[src/rtl/handshake_tx_pkg.sv]
// Shared constants and FSM state encoding for the handshake_tx four-phase sender.
package handshake_tx_pkg;

    localparam int unsigned DATA_W_DEF  = 4;
    localparam int unsigned DEPTH_DEF   = 4;
    localparam int unsigned TIMEOUT_DEF = 15;

    typedef enum logic [1:0] {
        IDLE    = 2'd0,
        SEND    = 2'd1,
        RELEASE = 2'd2
    } tx_state_t;

endpackage

[src/rtl/handshake_tx_if.sv]
// Producer push strobe, peripheral send/ack pair and status flags of handshake_tx.
interface handshake_tx_if
    import handshake_tx_pkg::*;
#(
    parameter int unsigned DATA_W = DATA_W_DEF,
    parameter int unsigned DEPTH  = DEPTH_DEF
);

    localparam int unsigned CNT_W = $clog2(DEPTH) + 1;

    logic              tx_wr_valid;
    logic [DATA_W-1:0] tx_wr_data;
    logic              tx_wr_ready;
    logic              tx_send;
    logic [DATA_W-1:0] tx_dados;
    logic              tx_ack;
    logic [CNT_W-1:0]  tx_count;
    logic              tx_busy;
    logic              tx_timeout;

    // master is the transmitter itself; slave is the producer/peripheral side
    modport master (
        input  tx_wr_valid, tx_wr_data, tx_ack,
        output tx_wr_ready, tx_send, tx_dados, tx_count, tx_busy, tx_timeout
    );

    modport slave (
        output tx_wr_valid, tx_wr_data, tx_ack,
        input  tx_wr_ready, tx_send, tx_dados, tx_count, tx_busy, tx_timeout
    );

endinterface

[src/rtl/handshake_tx_fifo.sv]
// Circular word buffer for handshake_tx: power-of-two depth, head exposed combinationally.
module handshake_tx_fifo
    import handshake_tx_pkg::*;
#(
    parameter int unsigned DATA_W = DATA_W_DEF,
    parameter int unsigned DEPTH  = DEPTH_DEF
) (
    input  logic                     clk,
    input  logic                     rst,
    input  logic                     push,
    input  logic                     pop,
    input  logic [DATA_W-1:0]        wr_data,
    output logic [DATA_W-1:0]        head,
    output logic                     full,
    output logic                     empty,
    output logic [$clog2(DEPTH):0]   count
);

    localparam int unsigned PTR_W = $clog2(DEPTH);
    localparam int unsigned CNT_W = PTR_W + 1;

    logic [DATA_W-1:0] mem [DEPTH];
    logic [PTR_W-1:0]  wr_ptr;
    logic [PTR_W-1:0]  rd_ptr;

    // Pointers wrap for free because DEPTH is a power of two
    always_ff @(posedge clk) begin
        if (rst) begin
            wr_ptr <= '0;
            rd_ptr <= '0;
            count  <= '0;
        end else begin
            if (push) wr_ptr <= wr_ptr + PTR_W'(1);
            if (pop)  rd_ptr <= rd_ptr + PTR_W'(1);
            case ({push, pop})
                2'b10:   count <= count + CNT_W'(1);
                2'b01:   count <= count - CNT_W'(1);
                default: count <= count;
            endcase
        end
    end

    always_ff @(posedge clk) begin
        if (push) mem[wr_ptr] <= wr_data;
    end

    assign head  = mem[rd_ptr];
    assign full  = (count == CNT_W'(DEPTH));
    assign empty = (count == '0);

endmodule

[src/rtl/handshake_tx.sv]
// Buffered four-phase send/ack transmitter; define HANDSHAKE_TX_TIMEOUT_EN to abort a send
// that sees no ack within TIMEOUT cycles.
module handshake_tx
    import handshake_tx_pkg::*;
#(
    parameter int unsigned DATA_W  = DATA_W_DEF,
    parameter int unsigned DEPTH   = DEPTH_DEF,
    parameter int unsigned TIMEOUT = TIMEOUT_DEF
) (
    input  logic           tx_clock,
    input  logic           tx_reset,
    handshake_tx_if.master bus
);

    localparam int unsigned CNT_W = $clog2(DEPTH) + 1;

    tx_state_t         state, state_nxt;
    logic              send_q, send_nxt;
    logic [DATA_W-1:0] dados_q, dados_nxt;
    logic              timeout_nxt;
    logic              push, pop, start, expire;
    logic              full, empty;
    logic [DATA_W-1:0] head;
    logic [CNT_W-1:0]  count;

    handshake_tx_fifo #(.DATA_W(DATA_W), .DEPTH(DEPTH)) u_fifo (
        .clk     (tx_clock),
        .rst     (tx_reset),
        .push    (push),
        .pop     (pop),
        .wr_data (bus.tx_wr_data),
        .head    (head),
        .full    (full),
        .empty   (empty),
        .count   (count)
    );

    // Ready follows the registered count, so a pop never makes room in the same cycle
    assign push  = bus.tx_wr_valid && !full;
    assign start = (state == IDLE) && !empty && !bus.tx_ack;

`ifdef HANDSHAKE_TX_TIMEOUT_EN
    localparam int unsigned WAIT_W = $clog2(TIMEOUT + 1);

    logic [WAIT_W-1:0] wait_cnt;
    logic              timeout_q;

    // Held at zero outside SEND, so it starts from zero on every entry
    always_ff @(posedge tx_clock) begin
        if (tx_reset || state != SEND) wait_cnt <= '0;
        else                           wait_cnt <= wait_cnt + WAIT_W'(1);
    end

    assign expire = (state == SEND) && !bus.tx_ack && (wait_cnt == WAIT_W'(TIMEOUT - 1));

    always_ff @(posedge tx_clock) begin
        if (tx_reset) timeout_q <= 1'b0;
        else          timeout_q <= timeout_nxt;
    end

    assign bus.tx_timeout = timeout_q;
`else
    logic unused_timeout_cfg;
    assign unused_timeout_cfg = ^32'(TIMEOUT);
    assign expire             = 1'b0;
    assign bus.tx_timeout     = 1'b0;
`endif

    always_ff @(posedge tx_clock) begin
        if (tx_reset) state <= IDLE;
        else          state <= state_nxt;
    end

    always_comb begin
        state_nxt = state;
        case (state)
            IDLE:    if (start) state_nxt = SEND;
            SEND:    if (bus.tx_ack || expire) state_nxt = RELEASE;
            RELEASE: if (!bus.tx_ack) state_nxt = IDLE;
            default: state_nxt = IDLE;
        endcase
    end

    // Ack wins over an expiring wait counter in the same cycle
    always_comb begin
        send_nxt    = send_q;
        dados_nxt   = dados_q;
        pop         = 1'b0;
        timeout_nxt = 1'b0;
        case (state)
            IDLE: begin
                if (start) begin
                    send_nxt  = 1'b1;
                    dados_nxt = head;
                    pop       = 1'b1;
                end
            end
            SEND: begin
                if (bus.tx_ack) begin
                    send_nxt = 1'b0;
                end else if (expire) begin
                    send_nxt    = 1'b0;
                    timeout_nxt = 1'b1;
                end
            end
            default: ;
        endcase
    end

    always_ff @(posedge tx_clock) begin
        if (tx_reset) begin
            send_q  <= 1'b0;
            dados_q <= '0;
        end else begin
            send_q  <= send_nxt;
            dados_q <= dados_nxt;
        end
    end

    assign bus.tx_send     = send_q;
    assign bus.tx_dados    = dados_q;
    assign bus.tx_count    = count;
    assign bus.tx_wr_ready = !full;
    assign bus.tx_busy     = (state != IDLE);

endmodule

[src/flat_wrapper.sv]
// flat-port wrapper written by rule: the top's interface ports become plain ports
module handshake_tx_flat import handshake_tx_pkg::*;
#(
    parameter int unsigned DATA_W  = DATA_W_DEF,
    parameter int unsigned DEPTH   = DEPTH_DEF,
    parameter int unsigned TIMEOUT = TIMEOUT_DEF
)
  (tx_clock, tx_reset, bus_tx_wr_valid, bus_tx_wr_data, bus_tx_ack, bus_tx_wr_ready, bus_tx_send, bus_tx_dados, bus_tx_count, bus_tx_busy, bus_tx_timeout);
  handshake_tx_if #(.DATA_W(DATA_W), .DEPTH(DEPTH)) bus_i ();
  input  logic tx_clock;
  input  logic tx_reset;
  input wire logic [$bits(bus_i.tx_wr_valid)-1:0] bus_tx_wr_valid;
  input wire logic [$bits(bus_i.tx_wr_data)-1:0] bus_tx_wr_data;
  input wire logic [$bits(bus_i.tx_ack)-1:0] bus_tx_ack;
  output wire logic [$bits(bus_i.tx_wr_ready)-1:0] bus_tx_wr_ready;
  output wire logic [$bits(bus_i.tx_send)-1:0] bus_tx_send;
  output wire logic [$bits(bus_i.tx_dados)-1:0] bus_tx_dados;
  output wire logic [$bits(bus_i.tx_count)-1:0] bus_tx_count;
  output wire logic [$bits(bus_i.tx_busy)-1:0] bus_tx_busy;
  output wire logic [$bits(bus_i.tx_timeout)-1:0] bus_tx_timeout;
  assign bus_i.tx_wr_valid = bus_tx_wr_valid;
  assign bus_i.tx_wr_data = bus_tx_wr_data;
  assign bus_i.tx_ack = bus_tx_ack;
  assign bus_tx_wr_ready = bus_i.tx_wr_ready;
  assign bus_tx_send = bus_i.tx_send;
  assign bus_tx_dados = bus_i.tx_dados;
  assign bus_tx_count = bus_i.tx_count;
  assign bus_tx_busy = bus_i.tx_busy;
  assign bus_tx_timeout = bus_i.tx_timeout;
  handshake_tx #(.DATA_W(DATA_W), .DEPTH(DEPTH), .TIMEOUT(TIMEOUT)) u_core (.tx_clock(tx_clock), .tx_reset(tx_reset), .bus(bus_i));
endmodule
[config.mk]
export PLATFORM = sky130hd
export DESIGN_NAME = handshake_tx_flat
export DESIGN_NICKNAME = d
export VERILOG_FILES = /design/src/rtl/handshake_tx_pkg.sv /design/src/rtl/handshake_tx_if.sv /design/src/rtl/handshake_tx_fifo.sv /design/src/rtl/handshake_tx.sv /design/src/flat_wrapper.sv
export SDC_FILE = /design/constraint.sdc
export NUM_CORES = 1
export LEC_CHECK = 0
export ABC_CLOCK_PERIOD_IN_PS = 2700
export CORE_AREA = 4 4 65 55
export DETAILED_ROUTE_END_ITERATION = 8
export DIE_AREA = 0 0 69 59
export PLACE_DENSITY = 0.67
export SYNTH_ARGS = -nofsm -noshare
export SYNTH_HDL_FRONTEND = slang
export SYNTH_SLANG_ARGS = --single-unit
[constraint.sdc]
create_clock -name tx_clock -period 2.7 [get_ports tx_clock]
set_input_delay 0.54 -clock tx_clock [delete_from_list [all_inputs] [get_ports tx_clock]]
set_output_delay 0.54 -clock tx_clock [all_outputs]
set_load 0.05 [all_outputs]
==> metrics, run 1 <==
status completed; Cell Count, Final, Fillers Out around 170; total CTS buffers 5; cells along the critical path clkdlybuf4s50_1, or3_4, nor2_1, ha_1, inv_1, fa_1, xor2_1, or3_1, a21oi_1; Hold-fix buffers, CTS 0; initial core utilization 0.436; port bufs 17; Die Width approximately 69 um; final hold slack approximately 480 ps; total grt overflow 0; Longest Clk Path Bufs 2; total power per unit cell area slightly below 1000 nW/um2; drt via density ~5.2; Core Area around 3000 um2; Clock Latency Late Sink ~280 ps; Critical Path RT a little under 3000 ps; gr usage total 0.130; Setup Crit Path Kind in2reg; Fin. Hold Viols 0; VDD IR max 0.586 mV; CTS root buf clkbuf_8; Worst path top cell family by delay simple AND/OR/NAND/NOR gates; # resized after CTS 0; RSZ-0062 raised after global routing no; total iterations of the first detailed-routing run 4; CTS tree built; die height slightly below 60 um; met1 Resource Use GR 0.146; Max-Cap Viols 0; final core occ 0.539; WP data arrival 2760 ps; Syn Nets ~120; Ant. Diodes 0; die footprint 4070 um2; Synth Register Bits 30; Mapped Cells roughly 110; largest net degree at the start of global routing 16; Fmax just under 0.4 GHz; Max-slew headroom 0.538; measured slew at the worst slew-check pin between 600 and 700 ps; Setup crit end kind flop; GR Util met3 0.0525; I/O Pins 19; number of global-route vias before repair roughly 870; DP Wirelength around 1.7 mm; detailed router's first-iteration violation count 20; commonest non-fill, non-tap cell in the layout clkdlybuf4s50_1; antenna violations before repair 0; GR peak layer met2; HP Class reg2reg; GPL Wtd Cong about 0.66; first-pass GRT wire length between 3 and 4 mm; share of layout cells above drive strength 1 0.132; commonest cells after routing, fill and taps aside clkdlybuf4s50_1, edfxtp_1, dfxtp_1; Vias between 800 and 900; Post-CTS Setup Inserts 0; Slew Limit Fails 0; WL per Instance 13.5 um; DP Cell Count about 160; CTS clk-pin slew, worst paths about 60 ps; Final Routed Wirelength ~2.3 mm; setup_tns 0 ps; Final period util 0.947; Buf+Inv Stages, Crit Path 2; drt drc 0; Setup crit start kind primary input; post-synthesis cell area roughly 1300 um2; slowest CP cell clkdlybuf4s50_1; Syn. warnings 0; clock skew about 5.5 ps; Num Clock Sinks 30; final setup fails 0; CTS H-tree lvls 2; Lkg Pwr ~0.00057 uW; Syn-to-layout area delta 23.8%; Avg Cell Area, Syn 12.3 um2; ANT nets after route 0; fin crit period roughly 2600 ps; library cells used by synthesis 31; slowest stage delay, CP 430 ps; met2 Usage GRT 0.213; row cnt 18; crit-path max FO 2; net count reported at finish between 100 and 150; post-synthesis sequential area ratio 0.587
final timing paths:
path,slack (ps),endpoint,cells past startpoint,start
max,140,u_core.u_fifo.count[2]$_SDFFE_PP0P_,9,bus_tx_ack
min,480,u_core.bus.tx_dados[2]$_SDFFE_PP0P_,2,u_core.bus.tx_dados[2]$_SDFFE_PP0P_
max reg2reg,400,u_core.u_fifo.count[2]$_SDFFE_PP0P_,8,u_core.u_fifo.count[2]$_SDFFE_PP0P_
min reg2reg,480,u_core.bus.tx_dados[2]$_SDFFE_PP0P_,2,u_core.bus.tx_dados[2]$_SDFFE_PP0P_
Yosys cell counts (all sizes together):
| library cell | count | area [um2] |
|---|---|---|
| nand3b | 1 | 7.51 |
| buf | 5 | 26.3 |
| ha | 5 | 62.6 |
| edfxtp | 16 | 480 |
| nor3 | 2 | 10.0 |
| mux4 | 4 | 90.1 |
| nor3b | 1 | 7.51 |
| inv | 7 | 26.3 |
| a311oi | 1 | 8.76 |
| or3 | 4 | 30.0 |
| a22oi | 1 | 7.51 |
| clkbuf | 1 | 3.75 |
| a2111oi | 1 | 8.76 |
| xor2 | 2 | 17.5 |
| conb | 1 | 3.75 |
| or2 | 1 | 6.26 |
| nand3 | 6 | 30.0 |
| o21ai | 6 | 30.0 |
| a31o | 1 | 8.76 |
| and3 | 4 | 25.0 |
| or3b | 1 | 8.76 |
| a21o | 2 | 15.0 |
| a21oi | 9 | 45.0 |
| dfxtp | 14 | 280 |
| xnor2 | 1 | 8.76 |
| nor2 | 6 | 22.5 |
| nand2 | 1 | 3.75 |
| fa | 1 | 20.0 |
logic make-up after synthesis:
kind of cell | count (synthesis) | synth area share
buffers and inverters | 13 | 0.0435
AOI/OAI and AO/OA | 21 | 0.0957
and+or+nand+nor | 27 | 0.117
adders and majority gates | 6 | 0.0638
xor gates and xnor gates | 3 | 0.0203
muxes | 4 | 0.0696
DFF | 30 | 0.587
other | 1 | 0.00290
through the flow:
stage / setup WS [ps] / instance area [um2] / total power, uW
after global placement: -1.52 / 1520 / 1250
after CTS: 166 / 1600 / 1590
after floorplan: 102 / 1290 / 1070
after global routing: 80.2 / 1600 / 1680
after detailed placement: -123 / 1520 / 1260
final: 144 / 1600 / 1570
worst reg2reg max path, stage by stage (launching register included):
cell and delay [ps]:
dfxtp_1 400, or3b_1 510, nand2_1 120, ha_1 170, inv_1 60, fa_1 370, xor2_1 160, or3_1 300
a21oi_1 140
metal layers:
metal	wire length, um	vias to the layer above
met5	0	-
met2	1140	20
met4	44	0
li1	-	425
met1	1020	422
met3	91	6
layout make-up:
type                    count  area, um2
flip-flops and latches     30        761
clock buffers               5       68.8
clock inverters             3       11.3
inverters                   7       26.3
fillers                   273       1370
multi-input cells          62        478
repair buffers             22        208
well taps                  40       50.0
power breakdown:
part	switching, uW	total [uW]	internal [uW]
clock network	152	323	171
registers	72.7	631	558
logic	376	620	244
total	601	1570	973
sequential cells by signal, summed over array words and instances, names as in the netlist:
name / cells
u_core.u_fifo.count: 3
u_core.bus.tx_send: 1
u_core.bus.tx_dados: 4
u_core.state: 2
u_core.u_fifo.mem: 16
u_core.u_fifo.wr_ptr: 2
u_core.u_fifo.rd_ptr: 2
(Power assumes the default switching activity.)
==> inputs of run 2 (changes only) <==
Settings changed: CORE_AREA 4 4 65 55 to 2 2 63 53, DIE_AREA 0 0 69 59 to 0 0 65 55, SKIP_LAST_GASP set to 1.
==> metrics, run 2 (synthesis results as in run 1) <==
CTS H-tree lvls 2 (unchanged); Slew Limit Fails 0 (unchanged); Post-CTS Setup Inserts 0 (unchanged); drt drc 0 (unchanged); number of global-route vias before repair 878 (+0.46%); Num Clock Sinks 30 (unchanged); final core occ 0.546 (+0.00666); net count reported at finish 143 (+0.70%); WP data arrival 1960 ps (-800 ps); first-pass GRT wire length 3.99 mm (+1.4%); die height 55 um (-6.8%); Lkg Pwr 0.000577 uW (+0.54%); Setup Crit Path Kind reg2out; Worst path top cell family by delay buffers and inverters; Syn-to-layout area delta 24.3%; VDD IR max 0.417 mV (-29%); status completed; I/O Pins 19 (unchanged); cells along the critical path or3b_1, clkdlybuf4s50_1; row cnt 18 (unchanged); Critical Path Stages 2 (-7); max reg flops 16 (unchanged); ANT nets after route 0 (unchanged); Vias 867 (-0.69%); slowest CP cell clkdlybuf4s50_1; initial core utilization 0.439 (+0.00333); # resized after CTS 0 (unchanged); Ant. Diodes 0 (unchanged); Die Width 65 um (-5.8%); share of layout cells above drive strength 1 0.138 (+0.00668); RSZ-0062 raised after global routing no; Clock Latency Late Sink 280 ps (about the same); Setup crit start kind flop; total iterations of the first detailed-routing run 4 (unchanged); gr usage total 0.165 (+0.0345); GPL Wtd Cong 0.708 (+6.6%); Critical Path RT 2160 ps (-740 ps); slowest stage delay, CP 750 ps (+320 ps); final hold slack 475 ps (-5.17 ps); Reg2Reg Launch Point u_core.u_fifo.count[2]$_SDFFE_PP0P_; crit-path max FO 10 (+8); Core Area 2950 um2 (-0.76%); DP Wirelength 1.65 mm (-4.9%); Buf+Inv Stages, Crit Path 1 (-1); Layout fillers 259 (-5.1%); commonest cells after routing, fill and taps aside clkdlybuf4s50_1, edfxtp_1, dfxtp_1; CTS tree built; Worst Hold Endpoint u_core.bus.tx_dados[0]$_SDFFE_PP0P_; Final period util 0.924 (-0.0225); port bufs 17 (unchanged); total grt overflow 0 (unchanged); R2R cell count 8 (unchanged); Longest Clk Path Bufs 2 (unchanged); total CTS buffers 5 (unchanged); Fin. Hold Viols 0 (unchanged); Hold Startpoint u_core.bus.tx_dados[0]$_SDFFE_PP0P_; Reg2Reg Setup Slack 380 ps (-20 ps); measured slew at the worst slew-check pin 560 ps (-128 ps); Max-slew headroom 0.626 (+0.0874); reg2reg end u_core.u_fifo.count[2]$_SDFFE_PP0P_; largest reg by FF count u_core.u_fifo.mem; hold depth 2 (unchanged); fin crit period 2500 ps (-60.7 ps); CTS clk-pin slew, worst paths 60 ps (about the same); WL per Instance 13.6 um (+0.80%); largest net degree at the start of global routing 16 (unchanged); Setup crit end kind output port; final setup fails 0 (unchanged); HP Class reg2reg; CTS root buf clkbuf_8; commonest non-fill, non-tap cell in the layout clkdlybuf4s50_1; Hold-fix buffers, CTS 0 (unchanged); antenna violations before repair 0 (unchanged); drt via density 5.10 (-1.3%); Max-Cap Viols 0 (unchanged); total power per unit cell area 991 nW/um2 (+0.90%); die footprint 3580 um2 (-12%); Final Routed Wirelength 2.32 mm (+1.4%); Fmax 0.401 GHz (+2.4%); detailed router's first-iteration violation count 55 (+180%); clock skew 6.97 ps (+1.49 ps)
## run 2: power by group
group	internal [uW]	switching [uW]	leakage [uW]
sequential	558	72.2	0.000261
clock	182	153	0.0000395
combinational	257	374	0.000276
## run 2: worst max-delay path by stage
stage	slack (ps)	start	to
final	200	u_core.u_fifo.count[2]$_SDFFE_PP0P_	bus_tx_wr_ready
after global routing	70	bus_tx_ack	u_core.u_fifo.count[2]$_SDFFE_PP0P_
after CTS	210	u_core.u_fifo.count[2]$_SDFFE_PP0P_	bus_tx_wr_ready
after detailed placement	-60	bus_tx_ack	u_core.u_fifo.count[2]$_SDFFE_PP0P_
after global placement	3	bus_tx_ack	u_core.u_fifo.count[2]$_SDFFE_PP0P_
after floorplan	100	u_core.u_fifo.count[2]$_SDFFE_PP0P_	u_core.u_fifo.count[2]$_SDFFE_PP0P_
## run 2: layout make-up
type	instances	area (um2)	share of cell area
Sequential cell	30	761	0.472
Multi-Input combinational cell	62	478	0.297
Timing Repair Buffer	23	215	0.134
Clock buffer	8	80.1	0.0497
Tap cell	40	50.0	0.0311
Inverter	7	26.3	0.0163
## run 2: per-stage QoR
step | TNS, ps | area (um2) | power [uW] | instances | setup slack [ps]
after global routing | 0 | 1610 | 1720 | 170 | 69.0
after global placement | 0 | 1530 | 1260 | 162 | 3.05
final | 0 | 1610 | 1600 | 170 | 205
after floorplan | 0 | 1290 | 1070 | 105 | 102
after detailed placement | -56.6 | 1530 | 1280 | 162 | -56.6
after CTS | 0 | 1610 | 1620 | 170 | 209
## run 2: worst reg2reg max path: stages (launching register included)
cell and delay [ps]:
dfxtp_1 410, or3b_1 510, nand2_1 140, ha_1 170, inv_1 60, fa_1 370, xor2_1 160, or3_1 300
a21oi_1 130
## run 2: metal layers
layer	wire, um	GRT usage	up-vias
met5	0	0	-
met4	50	0.0851	0
met3	159	0.0850	6
met2	1070	0.259	27
met1	1040	0.187	407
li1	-	-	427
